**config.mk**
```make
export PLATFORM = sky130hd
export DESIGN_NAME = layer_param_loader
export DESIGN_NICKNAME = d
export VERILOG_FILES = /design/src/rtl/layer_param_loader.sv
export SDC_FILE = /design/constraint.sdc
export NUM_CORES = 1
export LEC_CHECK = 0
export ABC_AREA = 0
export BUFFER_PORTS_ARGS = -buffer_cell sky130_fd_sc_hd__buf_2
export CAP_MARGIN = 20
export CORE_MARGIN = 1.5
export CORE_UTILIZATION = 58
export DETAILED_ROUTE_END_ITERATION = 7
export GPL_TIMING_DRIVEN = 0
export HOLD_SLACK_MARGIN = 0.02
export PLACE_DENSITY_LB_ADDON = 0.3
export SETUP_SLACK_MARGIN = 0.05
export SLEW_MARGIN = 5
export SYNTH_ARGS = -nofsm -noshare
export SYNTH_HDL_FRONTEND = slang
export SYNTH_SLANG_ARGS = --single-unit
```
**constraint.sdc**
```tcl
create_clock -name clk -period 5.8 [get_ports clk]
set_input_delay 1.45 -clock clk [delete_from_list [all_inputs] [get_ports clk]]
set_output_delay 1.45 -clock clk [all_outputs]
set_load 0.03 [all_outputs]
```
**src/rtl/layer_param_loader.sv**
```systemverilog
// Deserialises one x/W/b stream frame into the packed buses consumed by Layer.
// Optional macro LOADER_WEIGHT_HOLD_EN: w_hold frames reload only the input vector.
module layer_param_loader #(
    parameter int IN_N       = 4,
    parameter int OUT_N      = 8,
    parameter int DATA_WIDTH = 8
) (
    input  logic                              clk,
    input  logic                              rst_n,
    input  logic                              s_valid,
    output logic                              s_ready,
    input  logic [DATA_WIDTH-1:0]             s_data,
    input  logic                              s_last,
    input  logic                              w_hold,
    output logic [IN_N*DATA_WIDTH-1:0]        in_vec,
    output logic [OUT_N*IN_N*DATA_WIDTH-1:0]  weights,
    output logic [OUT_N*DATA_WIDTH-1:0]       biases,
    output logic                              params_valid,
    input  logic                              params_ack,
    output logic                              frame_err
);

    localparam int W_N   = OUT_N * IN_N;
    localparam int CNT_W = $clog2(W_N + 1);

    typedef enum logic [2:0] {
        IDLE,
        LOAD_X,
        LOAD_W,
        LOAD_B,
        DONE
    } state_t;

    state_t           state;
    logic [CNT_W-1:0] count;
    logic             accept;
    logic             hold_now;
    logic             is_final;
    logic             bad_last;

    assign accept = s_valid && s_ready;

`ifdef LOADER_WEIGHT_HOLD_EN
    logic hold_frame;

    // w_hold only matters on the first beat; afterwards the latched copy rules.
    assign hold_now = (state == IDLE) ? w_hold : hold_frame;
`else
    logic unused_w_hold;

    assign unused_w_hold = w_hold;
    assign hold_now      = 1'b0;
`endif

    always_comb begin
        is_final = 1'b0;
        case (state)
            IDLE:    is_final = hold_now && (IN_N == 1);
            LOAD_X:  is_final = hold_now && (count == CNT_W'(IN_N - 1));
            LOAD_B:  is_final = (count == CNT_W'(OUT_N - 1));
            default: is_final = 1'b0;
        endcase
    end

    // s_last must appear on exactly the final beat of the frame.
    assign bad_last = (s_last != is_final);

    always_ff @(posedge clk or negedge rst_n) begin
        if (!rst_n) begin
            state        <= IDLE;
            count        <= '0;
            s_ready      <= 1'b0;
            in_vec       <= '0;
            weights      <= '0;
            biases       <= '0;
            params_valid <= 1'b0;
            frame_err    <= 1'b0;
`ifdef LOADER_WEIGHT_HOLD_EN
            hold_frame   <= 1'b0;
`endif
        end else begin
            frame_err <= 1'b0;
            case (state)
                IDLE: begin
                    s_ready <= 1'b1;
                    if (accept) begin
                        in_vec[0 +: DATA_WIDTH] <= s_data;
`ifdef LOADER_WEIGHT_HOLD_EN
                        hold_frame <= w_hold;
`endif
                        if (bad_last) begin
                            frame_err <= 1'b1;
                            count     <= '0;
                        end else if (IN_N == 1) begin
                            count <= '0;
                            if (hold_now) begin
                                state        <= DONE;
                                s_ready      <= 1'b0;
                                params_valid <= 1'b1;
                            end else begin
                                state <= LOAD_W;
                            end
                        end else begin
                            state <= LOAD_X;
                            count <= CNT_W'(1);
                        end
                    end
                end

                LOAD_X: begin
                    if (accept) begin
                        in_vec[count*DATA_WIDTH +: DATA_WIDTH] <= s_data;
                        if (bad_last) begin
                            state     <= IDLE;
                            count     <= '0;
                            frame_err <= 1'b1;
                        end else if (count == CNT_W'(IN_N - 1)) begin
                            count <= '0;
                            if (hold_now) begin
                                state        <= DONE;
                                s_ready      <= 1'b0;
                                params_valid <= 1'b1;
                            end else begin
                                state <= LOAD_W;
                            end
                        end else begin
                            count <= count + 1'b1;
                        end
                    end
                end

                // Neuron-major order: beat k lands in slot k = neuron*IN_N + input.
                LOAD_W: begin
                    if (accept) begin
                        weights[count*DATA_WIDTH +: DATA_WIDTH] <= s_data;
                        if (bad_last) begin
                            state     <= IDLE;
                            count     <= '0;
                            frame_err <= 1'b1;
                        end else if (count == CNT_W'(W_N - 1)) begin
                            state <= LOAD_B;
                            count <= '0;
                        end else begin
                            count <= count + 1'b1;
                        end
                    end
                end

                LOAD_B: begin
                    if (accept) begin
                        biases[count*DATA_WIDTH +: DATA_WIDTH] <= s_data;
                        if (bad_last) begin
                            state     <= IDLE;
                            count     <= '0;
                            frame_err <= 1'b1;
                        end else if (count == CNT_W'(OUT_N - 1)) begin
                            state        <= DONE;
                            count        <= '0;
                            s_ready      <= 1'b0;
                            params_valid <= 1'b1;
                        end else begin
                            count <= count + 1'b1;
                        end
                    end
                end

                DONE: begin
                    if (params_ack) begin
                        state        <= IDLE;
                        params_valid <= 1'b0;
                        s_ready      <= 1'b1;
                    end
                end

                default: begin
                    state <= IDLE;
                    count <= '0;
                end
            endcase
        end
    end

endmodule

```
==> Word-level counts from Yosys, hierarchy flattened <==
Cells that the tools add are included.
{ "word_totals": {"regBits": 364, "inputBits": 14, "output_inout_bits": 355, "elab_cells": 96} }
{ "op_classes": {"n_addsub": 2, "n_eq_ne": 19, "shift": 6, "mux": 45, "bitwise_logic": 1, "reduce_logical": 14} }
{ "ops": {"columns": ["op", "count"], "rows": [
  ["$bwmux 256", 1],
  ["$shift 8x34->256 const A", 1],
  ["$shiftx 8x34->256", 1],
  ["$bwmux 64", 1],
  ["$shift 8x34->64 const A", 1],
  ["$shiftx 8x34->64", 1],
  ["$mux 6", 10],
  ["$mux 3", 12],
  ["$neg 9->34", 1],
  ["$shift 8x34->32 const A", 1],
  ["$shiftx 8x34->32", 1],
  ["$bwmux 32", 1],
  ["$pmux 6 s5", 1],
  ["$mux 8", 2],
  ["$ne 2x2->1 const B", 8],
  ["$pmux 8 s2", 1],
  ["$pmux 3 s5", 1],
  ["$reduce_and 5->1", 3],
  ["$mux 1", 13],
  ["$ne 3x3->1 const B", 3],
  ["$reduce_and 9->1", 1],
  ["$add 6x1->6 const B", 1],
  ["$eq 3x2->1 const B", 2],
  ["$eq 6x2->1 const B", 1],
  ["other kinds (15)", 18]
]} }

==> Longest topological paths before layout <==
{ "depth": {"ltp_word": 6, "depth_mapped": 12, "depth_no_buf": 8} }

==> Worst setup path before layout <==
No wires, ideal clock.
{ "synth_timing": {"kind": "input to register", "start": "input port s_valid", "end": "register weights[136]", "setup_ns": 0.125, "arrival_ns": 3.391, "t_required_ns": 5.675, "slack_ns": 2.284, "cell_stages": 7, "path_buffers": 2, "cell_sequence": "and2_1 -> clkbuf_1 -> nand3_1 -> a2111o_1 -> clkbuf_1 -> nor2_1 -> mux2_2"} }
{ "synth_via": {"elab_chain_cells": 2} }
{ "synth_lines": {"columns": ["element", "line", "source"], "rows": [
  ["start, declared", "10", "input logic s_valid,"],
  ["$logic_and 1x1->1", "41", "assign accept = s_valid && s_ready;"],
  ["$reduce_and 2->1 (no source line)", null, null],
  ["end signal, assigned by index", "135", "weights[count*DATA_WIDTH +: DATA_WIDTH] <= s_data;"],
  ["end, declared", "16", "output logic [OUT_N*IN_N*DATA_WIDTH-1:0] weights,"]
]} }
Every way passes these cells.
A chain may end at the register's enable or synchronous reset.

==> Worst setup path after layout <==
{ "layout_timing": {"start": "register count[0]", "end": "register weights[169]"} }
{ "layout_via": {"elab_chain_cells": 3, "word_cells_on_any_way": 4, "classes_between": "add/sub (1); shift (2); mux (1)"} }
{ "layout_lines": {"columns": ["element", "line", "source"], "rows": [
  ["start, declared", "35", "logic [CNT_W-1:0] count;"],
  ["start signal, assigned", "127", "count <= count + 1'b1;"],
  ["start signal, assigned", "144", "count <= count + 1'b1;"],
  ["start signal, assigned", "162", "count <= count + 1'b1;"],
  ["$neg 9->34 (*)", "135", null],
  ["$shiftx 8x34->256 / $shift 8x34->256 (equally long branches)", "135", null],
  ["$bwmux 256 (*)", "135", null]
]} }
Every way passes the cells marked *; elsewhere a longest branch is shown, timed or not.

==> metrics.md <==
| Metric | Value |
|---|---|
| Violated checks | design-rule violations |
| Worst-margin pin slew | 1097 ps |
| Clock transition at path regs | 60 ps |
| Critical path peak fanout | 10 |
| Post-Syn Nets | 1217 |
| Post-layout min period | 4833 ps |
| Initial antenna violation count | 0 |
| Routed wire length | 45530 um |
| Sink Count | 364 |
| Sequential fraction of the synthesis area | 58.90% |
| CP startpoint kind | flip-flop |
| RSZ-0062 raised after global routing | no |
| Root buf cell | clkbuf_16 |
| Hold Buf Count CTS | 0 |
| Max-slew headroom | 26.77% |
| Status | complete, but fails checks |
| Final hold vios | 0 |
| Vias in the first global route | 11830 |
| Final setup viols | 0 |
| FF+latch area | 0.009109 sq mm |
| Die Span Y | 166.3 um |
| H-tree depth | 2 |
| Skew-Pair Late Insertion Delay | 520 ps |
| FF+latch count, synth | 364 |
| Data required, critical path | 6200 ps |
| Top_reg_cell synth | dfrtp_1 |
| Synth warnings | 0 |
| Fraction of registers with async set/reset | 100.0% |
| Average size of a mapped cell | 12.89 sq um |
| Antenna cell count | 0 |
| Worst r2r src | count[0] |
| FP Rows | 59 |
| CP startpoint | count[0] |
| Final Max Tran Viols | 0 |
| Drt via density | 5.892 |
| Placeable Area | 0.02613 sq mm |
| Inst Count DP | 1907 |
| Max-capacitance violation count | 0 |
| Kind of critical path | flip-flop to flip-flop |
| Final worst-path cycle share | 83.32% |
| IO Count | 369 |
| DR pass1 iterations | 7 |
| Filler cells | 1787 |
| Power per cell area | 360.9 mW/mm^2 |
| Hold WC Path Type | flip-flop to flip-flop |
| Starting Density | 59.18% |
| Post-DP HPWL | 32670 um |
| Maximum vdd drop | 0.0002375 V |
| Max Fclk | 206.9 MHz |
| Layout cell share with drive strength beyond 1 | 46.92% |
| CP arrival | 5230 ps |
| R2R Setup Slk | 970 ps |
| # DRC | 15 |
| CTS tree | yes |
| Fin nets | 1632 |
| CTS Buf Count | 38 |
| Die width | 166.3 um |
| Footprint of the multi-input gates | 0.006117 sq mm |
| DR iter-0 viols | 1025 |
| R2R cell count | 11 |
| Final std cells w/o fill | 1972 |
| Die area | 0.02765 sq mm |
| Hold slack | 473.8 ps |
| Crit. End Element | flip-flop |
| Drt wl/cell | 23.09 um |
| Detail Route Antenna Nets | 0 |
| P_leak | 10.34 nW |
| Synth cell types | 63 |
| Crit path capture | weights[169] |
| Area Growth Syn to Fin | 23.33% |
| Fin util | 72.99% |
| Via count | 11620 |
| Total Power | 6.883 mW |
| Pin count of the biggest net entering global routing | 123 |
| Post_cts resized | 0 |
| Crit Reg-Reg Endpoint | weights[169] |
| Total Neg Setup Slack | 0 ps |
| Synth Cell Area | 0.01546 sq mm |
| Placer congestion estimate | 0.9496 |
| Max clock buf depth | 3 |
| Post-CTS setup buffers | 0 |
| First-pass GRT wire length | 70010 um |
| Post-Syn Instances | 1200 |
| Number of synthesized flops with an enable pin | 0 |
| Port Buf Inserts | 367 |
| Total GRT Usage | 33.03% |
| Congestion Overflow GR | 0 |
| Max Clock Skew | 11.97 ps |
[kinds of logic (layout without fill, tap and decap cells)]
kind of cell / count (synthesis) / in the layout / share of synthesized area, %
buffers and inverters: 62 / 499 / 1.545
and+or+nand+nor: 343 / 343 / 11.48
muxes: 307 / 307 / 22.54
AOI/OAI and AO/OA: 113 / 113 / 4.838
xor gates and xnor gates: 8 / 8 / 0.4531
DFF: 364 / 364 / 58.90
adders and majority gates: 3 / 3 / 0.2427
[area by class of cell]
| type | count | area share (%) |
|---|---|---|
| inverter | 12 | 0.2362 |
| multi-input combinational | 774 | 32.07 |
| buffer | 50 | 1.017 |
| tap | 335 | 2.198 |
| clock buffer | 51 | 5.773 |
| sequential | 364 | 47.76 |
| timing repair buffer | 375 | 10.34 |
| clock inverter | 11 | 0.6101 |
[synth_stat cells (all sizes together), types with 12 or more instances]
library cell  instances  share of area [%]
nor4                 19                1.5
inv                  12               0.29
o31ai                19               0.92
clkbuf               45                1.1
nand2               101                2.5
mux2                306                 22
o21ai                54                1.8
nor2                106                2.6
nor2b                14               0.57
and2                 14               0.57
nand3                13               0.42
dfrtp               364                 59
nor3                 26               0.87
[worst min path at each step]
stage | start | to | slack [ps] | cells after the start
floorplan | weights[104] | weights[104] | 650 | 2
global placement | weights[58] | weights[58] | 460 | 2
detailed placement | in_vec[25] | in_vec[25] | 470 | 2
CTS | in_vec[25] | in_vec[25] | 480 | 2
global route | weights[61] | weights[61] | 490 | 2
finish | weights[57] | weights[57] | 470 | 2
[critical path, stage by stage, from the launching register on]
cell and delay [ps]:
dfrtp_1 350, clkbuf_1 270, clkbuf_1 450, clkbuf_1 460, clkbuf_1 580, nor2_1 110, ha_1 400, nand3_1 220
nor4_2 600, and3_1 250, clkbuf_1 580, mux2_2 420
[where the power goes]
group / switching [mW] / internal (mW) / leakage, nW
clock: 0.976 / 1.42 / 0.607
sequential: 0.0531 / 2.63 / 5.05
combinational: 1.40 / 0.413 / 4.68
[layer usage]
layer	share of wire (%)	vias up	wire [um]	GRT usage (%)
met5	0	-	0	0
met4	4.8	0	2184	15.22
met3	8.2	133	3724	8.508
met2	48	513	21840	54.01
met1	39	5884	17780	41.63
li1	-	5090	-	-
[stage by stage]
stage | area, sq um | worst slack [ps]
floorplan | 15460 | 2284
global route | 19070 | 635.3
CTS | 19050 | 820.6
detailed placement | 17830 | 821.5
finish | 19070 | 967.2
global placement | 17720 | -3538
[placed cells by master (no fill, tap or decap), types with 9 or more instances in the layout]
master	count
and2_1	14
clkbuf_16	39
nor4_1	9
nor2_1	105
buf_2	368
nor3_1	25
nand2_1	101
inv_1	11
a21oi_1	9
dfrtp_1	364
nand2b_1	11
o31ai_1	19
nor2b_1	14
clkbuf_1	49
mux2_2	298
o21ai_0	53
nand3_1	13
[state kept, by name, indices dropped and copies added (netlist names)]
signal        cells
biases           64
state             3
s_ready           1
frame_err         1
count             6
in_vec           32
weights         256
params_valid      1
Power figures use the tool's default switching activity.
